## config.mk

```make
export PLATFORM = sky130hd
export DESIGN_NAME = friscv_cache_stream_prefetcher
export DESIGN_NICKNAME = d
export VERILOG_FILES = /design/src/rtl/friscv_cache_stream_prefetcher.sv
export SDC_FILE = /design/constraint.sdc
export NUM_CORES = 1
export LEC_CHECK = 0
export ABC_AREA = 0
export CORE_MARGIN = 4
export CORE_UTILIZATION = 55
export CTS_BUF_LIST = sky130_fd_sc_hd__clkbuf_2 sky130_fd_sc_hd__clkbuf_4 sky130_fd_sc_hd__clkbuf_8
export DETAILED_ROUTE_END_ITERATION = 8
export GPL_TIMING_DRIVEN = 1
export PLACE_DENSITY_LB_ADDON = 0.12
export SYNTH_ARGS = -nofsm -noshare
export SYNTH_HDL_FRONTEND = slang
export SYNTH_SLANG_ARGS = --single-unit
```

## constraint.sdc

```tcl
create_clock -name aclk -period 3.9 [get_ports aclk]
set_input_delay 0.78 -clock aclk [delete_from_list [all_inputs] [get_ports aclk]]
set_output_delay 0.78 -clock aclk [all_outputs]
set_load 0.02 [all_outputs]
```

## src/rtl/friscv_cache_stream_prefetcher.sv

```systemverilog
`default_nettype none
//------------------------------------------------------------------------------
// Module   : friscv_cache_stream_prefetcher
// Brief    : Cache miss handler issuing a demand fetch followed by a short
//            sequential prefetch stream on the memory controller AR channel.
// Revision : 1.0
//------------------------------------------------------------------------------
module friscv_cache_stream_prefetcher #(
  parameter NAME            = "stream_prefetcher",
  parameter ILEN            = 32,
  parameter XLEN            = 32,
  parameter AXI_ADDR_W      = 32,
  parameter AXI_ID_W        = 8,
  parameter AXI_DATA_W      = 128,
  parameter CACHE_BLOCK_W   = 128,
  parameter PREFETCH_DEPTH  = 2,
  parameter MAX_OUTSTANDING = 4,
  parameter PREFETCH_ID     = 'hF
) (
  input  logic                  aclk,
  input  logic                  aresetn,
  input  logic                  srst,
  output logic                  memctrl_arvalid,
  input  logic                  memctrl_arready,
  output logic [AXI_ADDR_W-1:0] memctrl_araddr,
  output logic [2:0]            memctrl_arprot,
  output logic [AXI_ID_W-1:0]   memctrl_arid,
  input  logic                  mem_cpl_wr,
  input  logic [AXI_ID_W-1:0]   mem_cpl_rid,
  input  logic [AXI_ADDR_W-1:0] cache_raddr,
  input  logic [AXI_ID_W-1:0]   cache_rid,
  input  logic [2:0]            cache_rprot,
  input  logic                  cache_miss,
  output logic                  block_fill,
  output logic                  busy
);

  localparam int                     C_BLK_BYTES = CACHE_BLOCK_W / 8;
  localparam int                     C_OUT_W     = $clog2(MAX_OUTSTANDING + 1);
  localparam logic [AXI_ADDR_W-1:0]  C_BLK_INC   = AXI_ADDR_W'(C_BLK_BYTES);
  localparam logic [AXI_ADDR_W-1:0]  C_OFF_MASK  = AXI_ADDR_W'(C_BLK_BYTES - 1);
  localparam logic [AXI_ID_W-1:0]    C_PF_ID     = AXI_ID_W'(PREFETCH_ID);
  localparam logic [C_OUT_W-1:0]     C_MAX_OUT   = C_OUT_W'(MAX_OUTSTANDING);
  localparam logic [3:0]             C_DEPTH     = 4'(PREFETCH_DEPTH);

  generate
    if ((AXI_DATA_W != CACHE_BLOCK_W) || (ILEN < 1) || (XLEN < 1) ||
        (PREFETCH_DEPTH > 15) || (MAX_OUTSTANDING < 1)) begin : g_bad_cfg
      $error("friscv_cache_stream_prefetcher: unsupported parameter set");
    end
  endgenerate

  typedef enum logic [1:0] {
    S_IDLE     = 2'd0,
    S_DEMAND   = 2'd1,
    S_WAIT     = 2'd2,
    S_PREFETCH = 2'd3
  } state_t;

  state_t                r_state, w_state_nxt;
  logic [AXI_ADDR_W-1:0] r_raddr, r_miss_addr;
  logic [AXI_ID_W-1:0]   r_rid, r_miss_id, r_dem_id, w_dem_id_nxt;
  logic [2:0]            r_rprot, r_miss_prot;
  logic                  r_miss_pend, w_miss_pend_nxt;
  logic                  r_arvalid, w_arvalid_nxt;
  logic [AXI_ADDR_W-1:0] r_araddr, w_araddr_nxt;
  logic [AXI_ID_W-1:0]   r_arid, w_arid_nxt;
  logic [2:0]            r_arprot, w_arprot_nxt;
  logic [AXI_ADDR_W-1:0] r_next_addr, w_next_addr_nxt;
  logic [3:0]            r_pf_cnt, w_pf_cnt_nxt;
  logic [C_OUT_W-1:0]    r_out, w_out_nxt;
  logic                  r_block_fill, w_block_fill_nxt;

  logic                  w_hs, w_miss_any, w_room;
  logic [AXI_ADDR_W-1:0] w_fetch_addr;
  logic [AXI_ID_W-1:0]   w_miss_id;
  logic [2:0]            w_miss_prot;

  // A miss flagged this cycle refers to the address captured last cycle;
  // otherwise an earlier miss is still waiting in the latch.
  assign w_hs         = r_arvalid & memctrl_arready;
  assign w_miss_any   = cache_miss | r_miss_pend;
  assign w_fetch_addr = (cache_miss ? r_raddr : r_miss_addr) & ~C_OFF_MASK;
  assign w_miss_id    = cache_miss ? r_rid   : r_miss_id;
  assign w_miss_prot  = cache_miss ? r_rprot : r_miss_prot;
  assign w_room       = (r_out < C_MAX_OUT);

  always_comb begin
    w_state_nxt      = r_state;
    w_arvalid_nxt    = r_arvalid;
    w_araddr_nxt     = r_araddr;
    w_arid_nxt       = r_arid;
    w_arprot_nxt     = r_arprot;
    w_dem_id_nxt     = r_dem_id;
    w_next_addr_nxt  = r_next_addr;
    w_pf_cnt_nxt     = r_pf_cnt;
    w_miss_pend_nxt  = w_miss_any;
    w_block_fill_nxt = 1'b0;
    w_out_nxt        = r_out;

    case (r_state)
      S_IDLE: begin
        if (w_miss_any) begin
          if (w_room) begin
            w_state_nxt     = S_DEMAND;
            w_arvalid_nxt   = 1'b1;
            w_araddr_nxt    = w_fetch_addr;
            w_arid_nxt      = w_miss_id;
            w_arprot_nxt    = w_miss_prot;
            w_dem_id_nxt    = w_miss_id;
            w_miss_pend_nxt = 1'b0;
            // Continuing or restarting a stream both land on the block after the demand.
            w_next_addr_nxt = w_fetch_addr + C_BLK_INC;
            w_pf_cnt_nxt    = C_DEPTH;
          end
        end else if ((r_pf_cnt != 4'd0) && w_room) begin
          w_state_nxt   = S_PREFETCH;
          w_arvalid_nxt = 1'b1;
          w_araddr_nxt  = r_next_addr;
          w_arid_nxt    = C_PF_ID;
        end
      end
      S_DEMAND: begin
        if (w_hs) begin
          w_arvalid_nxt = 1'b0;
          w_state_nxt   = S_WAIT;
        end
      end
      S_WAIT: begin
        if (mem_cpl_wr && (mem_cpl_rid == r_dem_id)) begin
          w_block_fill_nxt = 1'b1;
          w_state_nxt      = S_IDLE;
        end
      end
      default: begin
        if (w_hs) begin
          w_arvalid_nxt   = 1'b0;
          w_next_addr_nxt = r_next_addr + C_BLK_INC;
          w_pf_cnt_nxt    = w_miss_any ? 4'd0 : (r_pf_cnt - 4'd1);
          w_state_nxt     = S_IDLE;
        end
      end
    endcase

    if (w_hs && !mem_cpl_wr) begin
      w_out_nxt = r_out + C_OUT_W'(1);
    end else if (!w_hs && mem_cpl_wr && (r_out != '0)) begin
      w_out_nxt = r_out - C_OUT_W'(1);
    end

    if (srst) begin
      w_state_nxt      = S_IDLE;
      w_arvalid_nxt    = 1'b0;
      w_araddr_nxt     = '0;
      w_arid_nxt       = '0;
      w_arprot_nxt     = '0;
      w_dem_id_nxt     = '0;
      w_next_addr_nxt  = '0;
      w_pf_cnt_nxt     = '0;
      w_miss_pend_nxt  = 1'b0;
      w_block_fill_nxt = 1'b0;
      w_out_nxt        = '0;
    end
  end

  always_ff @(posedge aclk or negedge aresetn) begin
    if (!aresetn) begin
      r_state      <= S_IDLE;
      r_raddr      <= '0;
      r_rid        <= '0;
      r_rprot      <= '0;
      r_miss_addr  <= '0;
      r_miss_id    <= '0;
      r_miss_prot  <= '0;
      r_miss_pend  <= 1'b0;
      r_arvalid    <= 1'b0;
      r_araddr     <= '0;
      r_arid       <= '0;
      r_arprot     <= '0;
      r_dem_id     <= '0;
      r_next_addr  <= '0;
      r_pf_cnt     <= '0;
      r_out        <= '0;
      r_block_fill <= 1'b0;
    end else begin
      r_state      <= w_state_nxt;
      r_raddr      <= cache_raddr;
      r_rid        <= cache_rid;
      r_rprot      <= cache_rprot;
      if (cache_miss) begin
        r_miss_addr <= r_raddr;
        r_miss_id   <= r_rid;
        r_miss_prot <= r_rprot;
      end
      r_miss_pend  <= w_miss_pend_nxt;
      r_arvalid    <= w_arvalid_nxt;
      r_araddr     <= w_araddr_nxt;
      r_arid       <= w_arid_nxt;
      r_arprot     <= w_arprot_nxt;
      r_dem_id     <= w_dem_id_nxt;
      r_next_addr  <= w_next_addr_nxt;
      r_pf_cnt     <= w_pf_cnt_nxt;
      r_out        <= w_out_nxt;
      r_block_fill <= w_block_fill_nxt;
    end
  end

  assign memctrl_arvalid = r_arvalid;
  assign memctrl_araddr  = r_araddr;
  assign memctrl_arid    = r_arid;
  assign memctrl_arprot  = r_arprot;
  assign block_fill      = r_block_fill;
  assign busy            = (r_state == S_DEMAND) || (r_state == S_WAIT) ||
                           r_miss_pend || (r_out != '0);

endmodule
`default_nettype wire

```

# == Word-level counts from Yosys, hierarchy flattened ==
# Index checks and enable logic that the tools add are counted.
# word_totals
input_bits,57
ramBits,0
memories,0
reg_bits,181
rom_bits,0
latchBits,0
out_inout_bits,46
# op_classes
n_mux,55
eq_ne,12
n_mul,0
div_mod_pow,0
shifts,0
reduce_logical,26
bitwise,2
addsub,5
order_cmp,1
# ops
cell,count
two-way mux 32 bit,10
two-way mux 8 bit,9
"adder 32 x 5 -> 32 bit, second input constant",2
one-hot mux 32 bit (2 select lines),1
two-way mux 3 bit,8
two-way mux 4 bit,5
two-way mux 2 bit,7
two-way mux 1 bit,12
"!= test 3 bit, second input constant",4
nonzero test 3 bit,4
equality test 8 bit,1
"!= test 4 bit, second input constant",2
one-hot mux 4 bit (2 select lines),1
AND reduction 4 bit,2
nonzero test 4 bit,2
one-hot mux 2 bit (3 select lines),1
AND reduction 3 bit,2
nonzero test 2 bit,3
logical AND 1 bit,5
AND reduction 5 bit,1
"subtractor 4 x 1 -> 4 bit, second input constant",1
"adder 3 x 1 -> 3 bit, second input constant",1
logical OR 1 bit,3
"< comparator 3 bit, second input constant",1
12 further kinds,13

# == Depth between registers and ports, before layout ==
# Gate-level depths: netlist (run 1).
# depth
ltp_word,7
mapped_depth,13
mapped_depth_nobuf,9

# == Worst setup path before layout (run 1) ==
# Ideal clock, no wire load.
# synth_timing
path_kind,in2reg
start,in cache_miss
end,reg r_next_addr[26]
arrival_ns,2.779
slack_ns,1.052
stages,11
path_cell_list,buf_6 -> buf_12 -> buf_12 -> mux2i_1 -> a21oi_1 -> ha_1 -> and3_1 -> buf_2 -> nand4_1 -> or4b_1 -> nand3_1
# synth_between
elab_chain_len,6
elab_cells_between_ends,9
# synth_lines
element,line_no,source
from (decl),33,"input logic cache_miss,"
two-way mux 32 bit,-,
adder 32 x 5 -> 32 bit,113,w_next_addr_nxt = w_fetch_addr + C_BLK_INC;
two-way mux 32 bit,104,if (w_room) begin
two-way mux 32 bit,103,if (w_miss_any) begin
one-hot mux 32 bit (2 select lines),101,case (r_state)
two-way mux 32 bit,151,if (srst) begin
to (signal assigned),201,r_next_addr <= w_next_addr_nxt;
to (decl),69,"logic [AXI_ADDR_W-1:0] r_next_addr, w_next_addr_nxt;"
# Parallel ways exist; a longest one is shown, timed or not. The select of a mux whose other input is x is not followed.
# A chain may end at the register's enable or synchronous reset.

# == Worst setup path after layout (run 1) ==
# layout_timing
start,reg r_state[0]
end,reg r_next_addr[26]
# layout_between
elab_chain_len,4
elab_cells_between_ends,11
# layout_lines
element,line_no,source
from (decl),60,"state_t r_state, w_state_nxt;"
from (signal assigned),186,r_state <= w_state_nxt;
equality test 2 x 1 -> 1 bit / equality test 2 bit (equally long branches),101,
OR reduction 2 bit (no line),-,
!= test 2 x 1 -> 1 bit (no line) / one-hot mux 32 bit (2 select lines) (equally long branches),-,
AND reduction 4 bit (no line) / two-way mux 32 bit (equally long branches),-,
# Parallel ways exist; a longest one is shown, timed or not.

==> impl_metrics.json, run 1 <==
{
  "status": "completed",
  "setup_tns_ns": 0,
  "holdWs_ns": 0.309,
  "synth.top_cell.area_share": 0.545,
  "synthCells": 715,
  "drc": 0,
  "ys_types": 62,
  "post_cts_buffers": 0,
  "grt_pass1_vias": 5780,
  "worst-path-buf-inv": 2,
  "dp_hpwl_um": 11700,
  "yosys_most_used_dff": "dfrtp_1",
  "synth_edf_count": 0,
  "cp-start-kind": "register",
  "finalSetupViolCount": 0,
  "hold_class": "input port to asynchronous set/reset pin",
  "clkTransAtPathRegs_ns": 0.08,
  "pin_count": 103,
  "drt_pass1_iterations": 5,
  "coreArea_sq_um": 13300,
  "viasPerCell": 5.70,
  "yosys_register_bits": 165,
  "rows": 42,
  "power_leakage_nw": 4.01,
  "peakVddDrop_mv": 0.302,
  "grt_max_degree": 71,
  "netlist_top_cells_area": "dfrtp_1 55%, mux2_2 5.8%, nor2_1 4.7%",
  "post_dp_cell_area_sq_um": 8640,
  "clk_latency_ns": 0.45,
  "numCtsBuffers": 17,
  "cts_resized": 0,
  "wl_per_cell_um": 17.0,
  "path_delay_family": "simple AND/OR/NAND/NOR gates",
  "yosysMostFrequentCell": "dfrtp_1",
  "die_area_sq_um": 15700,
  "critPathKind": "register to register",
  "port-buffer-count": 94,
  "via_count": 5652,
  "grt_first_pass_wirelength_um": 28600,
  "die-width_um": 125,
  "postSynth.asyncResetShare": 1.00,
  "fmax_ghz": 0.298,
  "rsz0062_at_grt": "false",
  "slew_headroom": 0.180,
  "cts_root_buffer": "clkbuf_8",
  "ys_warn_count": 0,
  "final_area_sq_um": 9010,
  "gp_congestion": 0.853,
  "synth_seq_area_share": 0.545,
  "cts_hold_buf": 0,
  "synthTopCellsByCount": "165 x dfrtp_1, 94 x nor2_1, 58 x nand2_1, 39 x mux2_2, 35 x a21oi_1",
  "grt_usage": 0.223,
  "syn-cell-area_sq_um": 7570,
  "cap_violations": 0,
  "finClkSkew_ns": 0.0175,
  "finalCritPeriodShare": 0.860,
  "cp_slowest_cell": "ha_2",
  "grt-ovfl-total": 0,
  "crit_start": "r_state[0]$_DFFE_PN0P_",
  "clock_sinks": 165,
  "cts_tree": "yes",
  "die_h_um": 125,
  "synth_top_cell_by_area": "dfrtp_1",
  "drive_gt1_frac": 0.131,
  "slowest_delay_ns": 0.76,
  "path_cells": "inv_1 > ha_2 > buf_4 > nor2_1 > a21oi_1 > and3_1 > nand4_1 > or4b_1 > nand3_1",
  "tightest_slew_ns": 1.22,
  "drt-initial-drc-count": 371,
  "areaGrowthSynthToFinish_pct": 19.1,
  "routed_wl_um": 16900,
  "hold_viol": 0,
  "worstPathMaxFanout": 41,
  "slew_viol_final": 0,
  "cts_htree_levels": 4,
  "diodes": 0,
  "period_needed_ns": 3.35,
  "cp.required_ns": 4.28,
  "clock_path_buffers": 2,
  "start_util": 0.567,
  "fin_nets": 868,
  "ant_nets": 0,
  "antenna_found_initial": 0,
  "end_kind": "register",
  "power.density_nw_per_um2": 661,
  "r2r_start": "r_state[0]$_DFFE_PN0P_",
  "arrival_ns": 3.74,
  "avgSynthCellArea_sq_um": 10.6
}
==> sequential cells by signal (all words and copies together), names as in the netlist <==
register,count
r_miss_prot,3
r_miss_id,8
r_dem_id,8
r_miss_pend,1
r_out,3
r_pf_cnt,4
r_state,2
r_miss_addr,28
r_raddr,28
r_rid,8
r_next_addr,28
memctrl_arvalid,1
memctrl_arprot,3
block_fill,1
memctrl_arid,8
r_rprot,3
memctrl_araddr,28
==> cell type report <==
cell class              instances  area [sq um]
clock buffers                  22           297
clock inverters                 9          77.6
fillers                      1079          4340
inverters                      26          97.6
multi-input cells             484          3120
flip-flops and latches        165          4130
well taps                     176           220
repair buffers                110          1070
==> final timing paths <==
check	end	slack [ns]	depth (start not counted)
max reg2reg	r_next_addr[26]$_DFFE_PN0P_	0.55	9
min in group aclk	memctrl_araddr[10]$_DFFE_PN0P_	0.47	2
min	r_miss_id[6]$_DFF_PN0_	0.31	1
max in group asynchronous	memctrl_araddr[12]$_DFFE_PN0P_	2.77	2
min reg2reg	memctrl_araddr[10]$_DFFE_PN0P_	0.47	2
max	r_next_addr[26]$_DFFE_PN0P_	0.55	9
==> placed cells by master (no fill, tap or decap), types with 11 or more instances in the layout <==
| cell | Yosys | routed |
|---|---|---|
| o41ai_1 | 16 | 16 |
| mux2_2 | 39 | 39 |
| nor3_1 | 13 | 13 |
| nand3_1 | 27 | 27 |
| a21o_1 | 13 | 13 |
| o21ai_0 | 20 | 20 |
| clkbuf_8 | 0 | 21 |
| xnor2_1 | 17 | 17 |
| dfrtp_1 | 165 | 165 |
| inv_1 | 26 | 26 |
| and2_1 | 11 | 11 |
| nand2_1 | 58 | 58 |
| mux2i_1 | 19 | 19 |
| a21oi_1 | 35 | 34 |
| nand4_1 | 11 | 11 |
| a211oi_1 | 13 | 13 |
| nor2_1 | 94 | 94 |
| clkdlybuf4s50_1 | 0 | 92 |
| buf_4 | 6 | 15 |
==> power breakdown <==
part	switching, mW	total, mW	internal [mW]	leakage, nW
clock network	0.590	1.16	0.570	0.190
registers	0.235	2.30	2.07	2.06
logic	1.48	2.49	1.01	1.76
==> layer usage <==
layer  global-route usage  vias to the layer above  share of wire  wire length, um
met1                0.287                     2792           0.43             7220
met3               0.0397                       23          0.040              680
met5                    0                        -              0                0
li1                     -                     2688              -                -
met4               0.0682                        0          0.015              251
met2                0.386                      149           0.52             8740
==> metrics by stage <==
stage / utilization / cells / setup WS, ns / power, mW
floorplan: - / 718 / 1.05 / 3.98
global placement: 0.647 / 961 / 0.632 / 4.73
detailed placement: 0.647 / 961 / 0.576 / 4.83
CTS: 0.675 / 992 / 0.566 / 5.99
global route: 0.675 / 992 / 0.334 / 6.37
finish: 0.675 / 992 / 0.545 / 5.96
==> cell families after synthesis <==
group | Yosys count | synth area share
mux | 59 | 0.0850
other cells | 1 | 0.000495
compound gates | 136 | 0.124
xor+xnor | 21 | 0.0243
buf+inv | 69 | 0.0445
flops | 165 | 0.545
simple gates | 257 | 0.164
fa+ha+maj | 7 | 0.0126
No activity file was read; power rests on OpenSTA's default activity.
==> run 2, diff against run 1 <==
--- a/config.mk
+++ b/config.mk
@@ -9,9 +9,10 @@
 export CORE_MARGIN = 4
 export CORE_UTILIZATION = 55
 export CTS_BUF_LIST = sky130_fd_sc_hd__clkbuf_2 sky130_fd_sc_hd__clkbuf_4 sky130_fd_sc_hd__clkbuf_8
+export CTS_CLUSTER_SIZE = 24
 export DETAILED_ROUTE_END_ITERATION = 8
 export GPL_TIMING_DRIVEN = 1
-export PLACE_DENSITY_LB_ADDON = 0.12
+export PLACE_DENSITY = 0.8
 export SYNTH_ARGS = -nofsm -noshare
 export SYNTH_HDL_FRONTEND = slang
 export SYNTH_SLANG_ARGS = --single-unit
==> run 2 against run 1 <==
Effect of this change: power grew 1.1%; flip-flop and latch count is the same; via count grew 1.5%; utilization grew 0.12 points; register-to-register slack lost 0.02 ns; clock power grew 5%; worst hold slack gained 0.054 ns; sequential share of layout area shrank 0.083 points; final cell count is the same; critical path depth is the same; clock-buffer cell count shrank 2; worst setup slack lost 0.017 ns; critical endpoint unchanged.
==> impl_metrics.json, run 2 (synthesis gave the netlist of run 1 again) <==
{
  "status": "completed",
  "slew_viol_final": 0,
  "fmax_ghz": 0.297,
  "end_kind": "register",
  "cp.required_ns": 4.29,
  "power.density_nw_per_um2": 667,
  "die_area_sq_um": 15700,
  "start_util": 0.567,
  "p_sw_mw": 2.33,
  "numCtsBuffers": 17,
  "port-buffer-count": 94,
  "clock_sinks": 165,
  "internal-power_mw": 3.70,
  "slew_headroom": 0.173,
  "cts_root_buffer": "clkbuf_8",
  "cts_resized": 0,
  "drc": 0,
  "cts_tree": "yes",
  "grt_first_pass_wirelength_um": 28800,
  "die-width_um": 125,
  "pwr-share-clk": 0.202,
  "diodes": 0,
  "grt-ovfl-total": 0,
  "via_count": 5739,
  "swShare": 0.386,
  "antenna_found_initial": 0,
  "cts_hold_buf": 0,
  "grt_usage": 0.225,
  "tightest_slew_ns": 1.23,
  "power.total_mw": 6.03,
  "pin_count": 103,
  "drt-initial-drc-count": 408,
  "critPathKind": "register to register",
  "arrival_ns": 3.77,
  "rsz0062_at_grt": "false",
  "drt_pass1_iterations": 6,
  "finClkSkew_ns": 0.0130,
  "worstPathMaxFanout": 48,
  "clkTransAtPathRegs_ns": 0.08,
  "wl_met1_um": 7160,
  "hold_class": "input port to asynchronous set/reset pin",
  "dp_hpwl_um": 11700,
  "final_cell_mix": "165 x dfrtp_1, 94 x nor2_1, 92 x clkdlybuf4s50_1",
  "pre_cts_ws_ns": 0.507,
  "drive_gt1_frac": 0.131,
  "power_leakage_nw": 4.02,
  "die_h_um": 125,
  "p_comb_frac": 0.415,
  "layout_commonest_cell": "dfrtp_1",
  "setup_tns_ns": 0,
  "cts_htree_levels": 4,
  "ant_nets": 0,
  "clock_path_buffers": 2,
  "cap_violations": 0,
  "period_needed_ns": 3.37,
  "setup_ws_ns": 0.528,
  "finalCritPeriodShare": 0.865,
  "fin_nets": 867,
  "wl_met2_um": 8430,
  "grt_pass1_vias": 5911,
  "grt_max_degree": 85,
  "hold_viol": 0,
  "clk_latency_ns": 0.46,
  "cp-start-kind": "register",
  "wl_met3_um": 831,
  "gp_congestion": 0.921,
  "routed_wl_um": 16900,
  "areaGrowthSynthToFinish_pct": 19.3,
  "finalSetupViolCount": 0,
  "peakVddDrop_mv": 0.258,
  "wl_per_cell_um": 17.0,
  "post_cts_buffers": 0,
  "coreArea_sq_um": 13300,
  "viasPerCell": 5.79,
  "nFillCells": 998,
  "rows": 42,
  "top_layer": "met4",
  "p_seq_frac": 0.383
}
[run 2: path summary, 6_finish.rpt]
check                                             from                             end  slack [ns]  cells past startpoint
max reg2reg                     r_state[0]$_DFFE_PN0P_     r_next_addr[26]$_DFFE_PN0P_        0.53                      9
min in group aclk          memctrl_arid[7]$_DFFE_PN0P_     memctrl_arid[7]$_DFFE_PN0P_        0.48                      1
max                             r_state[0]$_DFFE_PN0P_     r_next_addr[26]$_DFFE_PN0P_        0.53                      9
max in group asynchronous                      aresetn  memctrl_araddr[31]$_DFFE_PN0P_        2.68                      2
min                                            aresetn            r_rprot[1]$_DFF_PN0_        0.36                      1
min reg2reg                memctrl_arid[7]$_DFFE_PN0P_     memctrl_arid[7]$_DFFE_PN0P_        0.48                      1
[run 2: layout make-up]
cell class              instances  area [sq um]  area share
repair buffers                109          1060       0.118
inverters                      26          97.6      0.0108
multi-input cells             484          3120       0.346
clock inverters                12           129      0.0143
flip-flops and latches        165          4130       0.457
clock buffers                  20           269      0.0298
well taps                     176           220      0.0244
[run 2: power groups by stage]
| stage | sequential, mW | combinational (mW) | clock [mW] |
|---|---|---|---|
| final | 2.31 | 2.50 | 1.22 |
| after global placement | 2.32 | 2.41 | 0 |
| after global routing | 2.36 | 2.75 | 1.33 |
| after CTS | 2.31 | 2.50 | 1.25 |
| after detailed placement | 2.34 | 2.48 | 0 |
| after floorplan | 2.47 | 1.52 | 0 |
[run 2: worst max-delay path, stage by stage (launching register included)]
cell     delay [ns]
dfrtp_1        0.41
inv_1          0.09
ha_2           0.84
nor2_1         0.13
a21oi_2        0.27
ha_1           0.26
and3_1         0.30
nand4_1        0.34
or4b_1         0.57
nand3_1        0.09
[run 2: metal layers]
layer	global-route usage	up-vias
met5	0	-
met3	0.0503	37
met2	0.378	193
met1	0.289	2813
li1	-	2696
met4	0.0835	0
[run 2: metrics by stage]
step            util  hold slack [ns]  std cells  area, sq um
2_1_floorplan      -            0.462        718         7580
3_3_place_gp   0.647            0.458        960         8630
6_report       0.676            0.363        992         9030
3_5_place_dp   0.647            0.464        960         8630
4_1_cts        0.676            0.388        992         9030
5_1_grt        0.676            0.419        992         9030
